$ cat src/rtl/microsecond_timer.sv
// Interval timer driven by the free-running microsecond count. It produces one-shot
// or periodic expiry pulses, an elapsed-time readout and a saturating missed-period count.
module microsecond_timer #(
  parameter int P_COUNTER_WIDTH = 32,
  parameter int P_MISS_WIDTH    = 8
) (
  input  logic                       i_input_clk,
  input  logic                       i_nreset,
  input  logic [P_COUNTER_WIDTH-1:0] i_microsec_count,
  input  logic                       i_start,
  input  logic                       i_stop,
  input  logic [P_COUNTER_WIDTH-1:0] i_interval,
  input  logic                       i_periodic,
  output logic                       o_busy,
  output logic                       o_expire,
  output logic                       o_done,
  output logic [P_COUNTER_WIDTH-1:0] o_elapsed,
  output logic [P_MISS_WIDTH-1:0]    o_missed
);

  typedef enum logic {
    ST_IDLE = 1'b0,
    ST_RUN  = 1'b1
  } state_t;

  localparam logic [P_MISS_WIDTH-1:0] LP_MISS_MAX = '1;
  localparam logic [P_MISS_WIDTH-1:0] LP_MISS_ONE = P_MISS_WIDTH'(1);

  state_t                       r_state;
  state_t                       w_state_next;
  logic [P_COUNTER_WIDTH-1:0]   r_base;
  logic [P_COUNTER_WIDTH-1:0]   w_base_next;
  logic [P_COUNTER_WIDTH-1:0]   r_interval;
  logic [P_COUNTER_WIDTH-1:0]   w_interval_next;
  logic                         r_periodic;
  logic                         w_periodic_next;
  logic                         r_expire;
  logic                         w_expire_next;
  logic                         r_done;
  logic                         w_done_next;
  logic [P_COUNTER_WIDTH-1:0]   r_elapsed;
  logic [P_COUNTER_WIDTH-1:0]   w_elapsed_next;
  logic [P_MISS_WIDTH-1:0]      r_missed;
  logic [P_MISS_WIDTH-1:0]      w_missed_next;

  logic [P_COUNTER_WIDTH-1:0]   w_elapsed;
  logic                         w_due;
  logic                         w_lagging;

  // Modular subtraction keeps elapsed correct across count rollover.
  assign w_elapsed = i_microsec_count - r_base;
  assign w_due     = (r_state == ST_RUN) && (w_elapsed >= r_interval);
  // Compare against 2*interval with one extra bit so the doubling cannot overflow.
  assign w_lagging = {1'b0, w_elapsed} >= {r_interval, 1'b0};

  always_comb begin
    w_state_next    = r_state;
    w_base_next     = r_base;
    w_interval_next = r_interval;
    w_periodic_next = r_periodic;
    w_expire_next   = 1'b0;
    w_done_next     = r_done;
    w_missed_next   = r_missed;
    w_elapsed_next  = r_elapsed;

    if (r_state == ST_RUN) begin
      w_elapsed_next = w_elapsed;
    end

    if (i_stop) begin
      w_state_next = ST_IDLE;
    end else if (i_start) begin
      w_state_next    = ST_RUN;
      w_base_next     = i_microsec_count;
      w_interval_next = i_interval;
      w_periodic_next = i_periodic && (i_interval != '0);
      w_done_next     = 1'b0;
      w_missed_next   = '0;
    end else if (w_due) begin
      w_expire_next = 1'b1;
      if (r_periodic) begin
        // Reload from the old base rather than the live count so periods never drift.
        w_base_next = r_base + r_interval;
        if (w_lagging && (r_missed != LP_MISS_MAX)) begin
          w_missed_next = r_missed + LP_MISS_ONE;
        end
      end else begin
        w_state_next = ST_IDLE;
        w_done_next  = 1'b1;
      end
    end
  end

  always_ff @(posedge i_input_clk or negedge i_nreset) begin
    if (!i_nreset) begin
      r_state    <= ST_IDLE;
      r_base     <= '0;
      r_interval <= '0;
      r_periodic <= 1'b0;
      r_expire   <= 1'b0;
      r_done     <= 1'b0;
      r_elapsed  <= '0;
      r_missed   <= '0;
    end else begin
      r_state    <= w_state_next;
      r_base     <= w_base_next;
      r_interval <= w_interval_next;
      r_periodic <= w_periodic_next;
      r_expire   <= w_expire_next;
      r_done     <= w_done_next;
      r_elapsed  <= w_elapsed_next;
      r_missed   <= w_missed_next;
    end
  end

  assign o_busy    = (r_state == ST_RUN);
  assign o_expire  = r_expire;
  assign o_done    = r_done;
  assign o_elapsed = r_elapsed;
  assign o_missed  = r_missed;

endmodule

$ cat config.mk
export PLATFORM = sky130hd
export DESIGN_NAME = microsecond_timer
export DESIGN_NICKNAME = d
export VERILOG_FILES = /design/src/rtl/microsecond_timer.sv
export SDC_FILE = /design/constraint.sdc
export NUM_CORES = 1
export LEC_CHECK = 0
export ABC_AREA = 1
export CAP_MARGIN = 20
export CORE_MARGIN = 4
export CORE_UTILIZATION = 50
export DETAILED_ROUTE_END_ITERATION = 12
export PLACE_DENSITY = 0.75
export SLEW_MARGIN = 15
export SYNTH_ARGS = -nofsm -noshare
export SYNTH_HDL_FRONTEND = slang
export SYNTH_SLANG_ARGS = --single-unit
$ cat constraint.sdc
create_clock -name i_input_clk -period 3.3 [get_ports i_input_clk]
set_clock_uncertainty 0.05 [all_clocks]
set_input_delay 0.825 -clock i_input_clk [delete_from_list [all_inputs] [get_ports i_input_clk]]
set_output_delay 0.825 -clock i_input_clk [all_outputs]
set_load 0.02 [all_outputs]
==> impl_results.rst, run 1 <==
.. list-table::
   :header-rows: 1

   * - Metric
     - Value
   * - Result of the run
     - complete, but fails checks
   * - Violations in the final reports
     - setup timing
   * - Detail-routed via count per cell
     - 5.780
   * - Post-route cell area
     - about 15000 sq um
   * - Maximum count of clock buffers along a single path
     - 2
   * - Total setup violations reported at the end of the flow
     - between 40 and 50
   * - Worst-case vdd ir drop
     - between 600 and 700 uV
   * - GRT Residual Overflow
     - 0
   * - Crit-path max FO
     - 14
   * - Sequential area share after synthesis
     - 0.2632
   * - Total number of vias
     - 12610
   * - Type of the worst min-delay path
     - in2async
   * - Post-synth top flop
     - sky130_fd_sc_hd__dfrtp_1
   * - Die boundary width
     - 151.3 um
   * - Wire length of the first global-routing pass
     - 60890 um
   * - Number of synthesized flops with an enable pin
     - 0
   * - Reg area
     - 2703 sq um
   * - FMAX
     - 248.6 MHz
   * - Final routed wire length divided by cell count
     - around 20 um
   * - Drt pass-1 iters
     - 6
   * - Antenna violations before repair
     - 0
   * - Multi-input combinational cell area
     - 8219 sq um
   * - Length in cells of the worst reg-to-reg path
     - 26
   * - Leakage power
     - 7.811 nW
   * - Post-place instance area
     - 13110 sq um
   * - Critical path class
     - in2reg
   * - Switching share of total power
     - 0.4918
   * - Relative area change from synthesis to final layout
     - 50.41%
   * - Total power per unit cell area
     - between 1000 and 1500 nW/um^2
   * - Post-synthesis instance area
     - roughly 10000 sq um
   * - Number of nets with antenna violations after routing
     - 0
   * - Critical Path Sink Type
     - register
   * - Number of distinct library cells after synthesis
     - 41
   * - CTS tree
     - done
   * - RSZ-0062 raised after global routing
     - true
   * - Weighted congestion reported at the end of routability-driven placement
     - 0.9601
   * - Beginning of the worst register-to-register path
     - r_base[0]
   * - Rows
     - 52
   * - Vertical die dimension
     - 151.3 um
   * - Register-to-register path setup slack
     - -0.63 ns
   * - Final-layout setup total negative slack
     - -29.26 ns
   * - Number of antenna cells inserted
     - 0
   * - Syn_nets
     - between 1500 and 2000
   * - Num Clock Sinks
     - 108
   * - Arrival time at the worst endpoint
     - 4.22 ns
   * - Average size of a mapped cell
     - 6.556 sq um
   * - Final worst path period share
     - 1.219
   * - Number of pins with negative max-slew slack in the final report
     - 0
   * - Nets
     - 2104
   * - Internal Power
     - 7.971 mW
   * - Remaining routing DRC violations
     - 0
   * - Net load switching power
     - 7.714 mW
   * - Biggest area contributors in the synthesized netlist
     - sky130_fd_sc_hd__dfrtp_1 26%, sky130_fd_sc_hd__nand2_1 20%, sky130_fd_sc_hd__ha_1 15%
   * - Worst-skew pair later-pin latency
     - ~0.37 ns
   * - Number of I/O pins
     - 112
   * - Number of placed instances with taps included
     - 2108
   * - Async set-reset flop share out of synthesis
     - 1.000
   * - Slew at the pin closest to its max-slew limit
     - 0.8890 ns
   * - Root buffer cell
     - sky130_fd_sc_hd__clkbuf_16
   * - Floorplan die area
     - 22890 sq um
   * - Placeable core region
     - 20230 sq um
   * - CP required
     - ~3.5 ns
   * - Total Wirelength
     - between 40000 and 50000 um
   * - Power share of the combinational group
     - 0.787
   * - Number of maximum-capacitance constraint violations
     - 0
   * - Synthesized instance count
     - 1566
   * - Detailed placement HPWL
     - 28030 um
   * - Initial core utilization
     - 0.5074
   * - Filler instances
     - 1378
   * - Number of global-route vias before repair
     - 11990
   * - Reg-to-reg endpoint
     - r_base[18]
   * - Relative contribution of the clock network to total power
     - 0.078
   * - Detailed router's first-iteration violation count
     - 1452
   * - Count of buffers inserted at the top-level ports
     - 111
   * - Portion of synthesized cell area occupied by the leading cell type
     - 0.2632
   * - H-tree depth reported by CTS
     - 3
   * - Placement-stage worst setup slack
     - -1.562 ns
   * - Final hold violations
     - 0
   * - Cell taking the most area after synthesis
     - sky130_fd_sc_hd__dfrtp_1
   * - Share of final-layout standard cells stronger than drive strength 1
     - 0.2903
   * - Proportion of power drawn by flip-flops and latches
     - 0.135
   * - Hold slack final
     - approximately 0.27 ns
   * - CP Launch Type
     - input port
   * - Slew HR
     - 0.4037
   * - Global-route total usage across every layer
     - 0.3399
   * - Post-CTS clock slew at the launch and capture registers of the worst setup and hold paths
     - roughly 0.080 ns
   * - Number of flip-flops and latches in the synthesized netlist
     - 108
   * - CTS buffer count
     - 9
   * - Yosys warning count
     - 0
   * - Setup WS post-layout
     - -0.7224 ns
   * - Min cycle time layout
     - 4.022 ns
   * - Pin count of the biggest net entering global routing
     - 51
   * - Number of non-filler instances in the completed layout
     - 2182
timing repair:
item / in CTS / in global routing
setup endpoints to repair: 43 / 45
resized for setup: 287 / 169
cloned: 5 / 3
hold buffers: 0 / 0
setup buffers: 41 / 9
endpoints found under the hold margin: 0 / 0
pin swaps: 81 / 75
sequential cells by signal, summed over array words and instances (netlist names):
| signal | count |
|---|---|
| o_busy | 1 |
| o_done | 1 |
| o_elapsed | 32 |
| o_expire | 1 |
| o_missed | 8 |
| r_base | 32 |
| r_interval | 32 |
| r_periodic | 1 |
logic make-up after synthesis:
family / synth area share
XOR/XNOR: 0.03753
AO/OA/AOI/OAI: 0.1069
flip-flops: 0.2632
buffers and inverters: 0.08530
multiplexers: 0.01170
adder cells (fa/ha/maj): 0.1574
AND/OR/NAND/NOR: 0.3379
power groups by stage:
stage	logic, mW	clock network [mW]	registers (mW)
global placement	9.07	0	2.09
floorplan	5.07	0	2.29
global route	13.2	1.26	2.16
finish	12.3	1.22	2.12
CTS	10.7	1.22	2.07
detailed placement	9.26	0	2.09
metal layers:
| metal | share of wire | global-route usage |
|---|---|---|
| met4 | 0.058 | 0.1256 |
| met2 | 0.45 | 0.5548 |
| met1 | 0.39 | 0.4534 |
| met5 | 0 | 0 |
| met3 | 0.096 | 0.05625 |
synth_stat cells, types with 6 or more instances:
library cell	instances
sky130_fd_sc_hd__a21o_1	6
sky130_fd_sc_hd__nor2_1	118
sky130_fd_sc_hd__nand3b_1	15
sky130_fd_sc_hd__mux2i_1	12
sky130_fd_sc_hd__nand3_1	85
sky130_fd_sc_hd__nor4_1	7
sky130_fd_sc_hd__dfrtp_1	108
sky130_fd_sc_hd__o21bai_1	7
sky130_fd_sc_hd__inv_1	195
sky130_fd_sc_hd__nand2_1	558
sky130_fd_sc_hd__xor2_1	37
sky130_fd_sc_hd__clkbuf_1	20
sky130_fd_sc_hd__buf_2	6
sky130_fd_sc_hd__ha_1	126
sky130_fd_sc_hd__o21a_1	6
sky130_fd_sc_hd__and2_1	12
sky130_fd_sc_hd__o21ai_0	78
sky130_fd_sc_hd__nand4_1	22
sky130_fd_sc_hd__a21oi_1	90
sky130_fd_sc_hd__nor3_1	17
sky130_fd_sc_hd__o21ai_1	11
sky130_fd_sc_hd__xnor2_1	7
critical path, stage by stage:
cell and delay, ns:
sky130_fd_sc_hd__buf_12 0.09, sky130_fd_sc_hd__inv_12 0.03, sky130_fd_sc_hd__ha_4 0.15, sky130_fd_sc_hd__fa_2 0.42, sky130_fd_sc_hd__o21ai_4 0.21, sky130_fd_sc_hd__nand2_2 0.12, sky130_fd_sc_hd__nand2_4 0.10, sky130_fd_sc_hd__nand2_2 0.06
sky130_fd_sc_hd__nand2_2 0.08, sky130_fd_sc_hd__nand2_2 0.08, sky130_fd_sc_hd__nand3_2 0.09, sky130_fd_sc_hd__buf_6 0.10, sky130_fd_sc_hd__nand2_2 0.04, sky130_fd_sc_hd__nand3b_1 0.12, sky130_fd_sc_hd__and2_4 0.18, sky130_fd_sc_hd__ha_4 0.20
sky130_fd_sc_hd__nand2_4 0.08, sky130_fd_sc_hd__buf_4 0.10, sky130_fd_sc_hd__o21a_1 0.13, sky130_fd_sc_hd__nand2_1 0.10, sky130_fd_sc_hd__nor2_1 0.14, sky130_fd_sc_hd__nand2_2 0.07, sky130_fd_sc_hd__nand3_2 0.07, sky130_fd_sc_hd__nand2_4 0.12
sky130_fd_sc_hd__buf_6 0.18, sky130_fd_sc_hd__buf_12 0.14, sky130_fd_sc_hd__nand3_1 0.12, sky130_fd_sc_hd__nand2_1 0.08
cells in the final DEF (no fill, tap or decap), types with 26 or more instances in the layout:
cell	netlist	final
sky130_fd_sc_hd__nand3_1	85	74
sky130_fd_sc_hd__o21ai_0	78	56
sky130_fd_sc_hd__xor2_1	37	32
sky130_fd_sc_hd__inv_1	195	182
sky130_fd_sc_hd__nand2_4	1	30
sky130_fd_sc_hd__ha_4	0	38
sky130_fd_sc_hd__nand2_2	1	62
sky130_fd_sc_hd__nor2_1	118	94
sky130_fd_sc_hd__a21oi_2	1	26
sky130_fd_sc_hd__a21oi_1	90	57
sky130_fd_sc_hd__clkdlybuf4s50_1	0	79
sky130_fd_sc_hd__nand2_1	558	467
sky130_fd_sc_hd__buf_4	0	229
sky130_fd_sc_hd__ha_1	126	88
sky130_fd_sc_hd__dfrtp_1	108	108
metrics by stage:
step	util	power, mW
global route	0.7632	16.64
global placement	0.6478	11.16
floorplan	-	7.362
CTS	0.7284	13.99
finish	0.7632	15.69
detailed placement	0.6478	11.35
worst max path at each step:
stage / from / to / slack, ns / depth (start not counted)
finish: i_microsec_count[0] / r_base[18] / -0.72 / 28
global route: r_base[1] / o_missed[6] / -0.85 / 26
CTS: i_microsec_count[0] / r_base[14] / -0.41 / 26
detailed placement: i_microsec_count[0] / o_missed[0] / -1.56 / 26
global placement: i_microsec_count[0] / o_missed[5] / -1.44 / 27
floorplan: i_microsec_count[0] / r_base[31] / -0.43 / 26
layout make-up:
cell class,count,share of cell area
Multi-Input combinational cell,1232,0.5322
Timing Repair Buffer,359,0.2018
Sequential cell,108,0.1750
Inverter,197,0.04869
Tap cell,270,0.02187
Clock buffer,11,0.01507
Clock inverter,5,0.005347
Power figures use the tool's default switching activity.
==> inputs of run 2 (changes only) <==
--- a/config.mk
+++ b/config.mk
@@ -11,7 +11,7 @@
 export CORE_UTILIZATION = 50
 export DETAILED_ROUTE_END_ITERATION = 12
 export PLACE_DENSITY = 0.75
-export SLEW_MARGIN = 15
+export SLEW_MARGIN = 20
 export SYNTH_ARGS = -nofsm -noshare
 export SYNTH_HDL_FRONTEND = slang
 export SYNTH_SLANG_ARGS = --single-unit
==> results of run 2 <==
The final DEF is identical to that of run 1; final timing and power are the same.
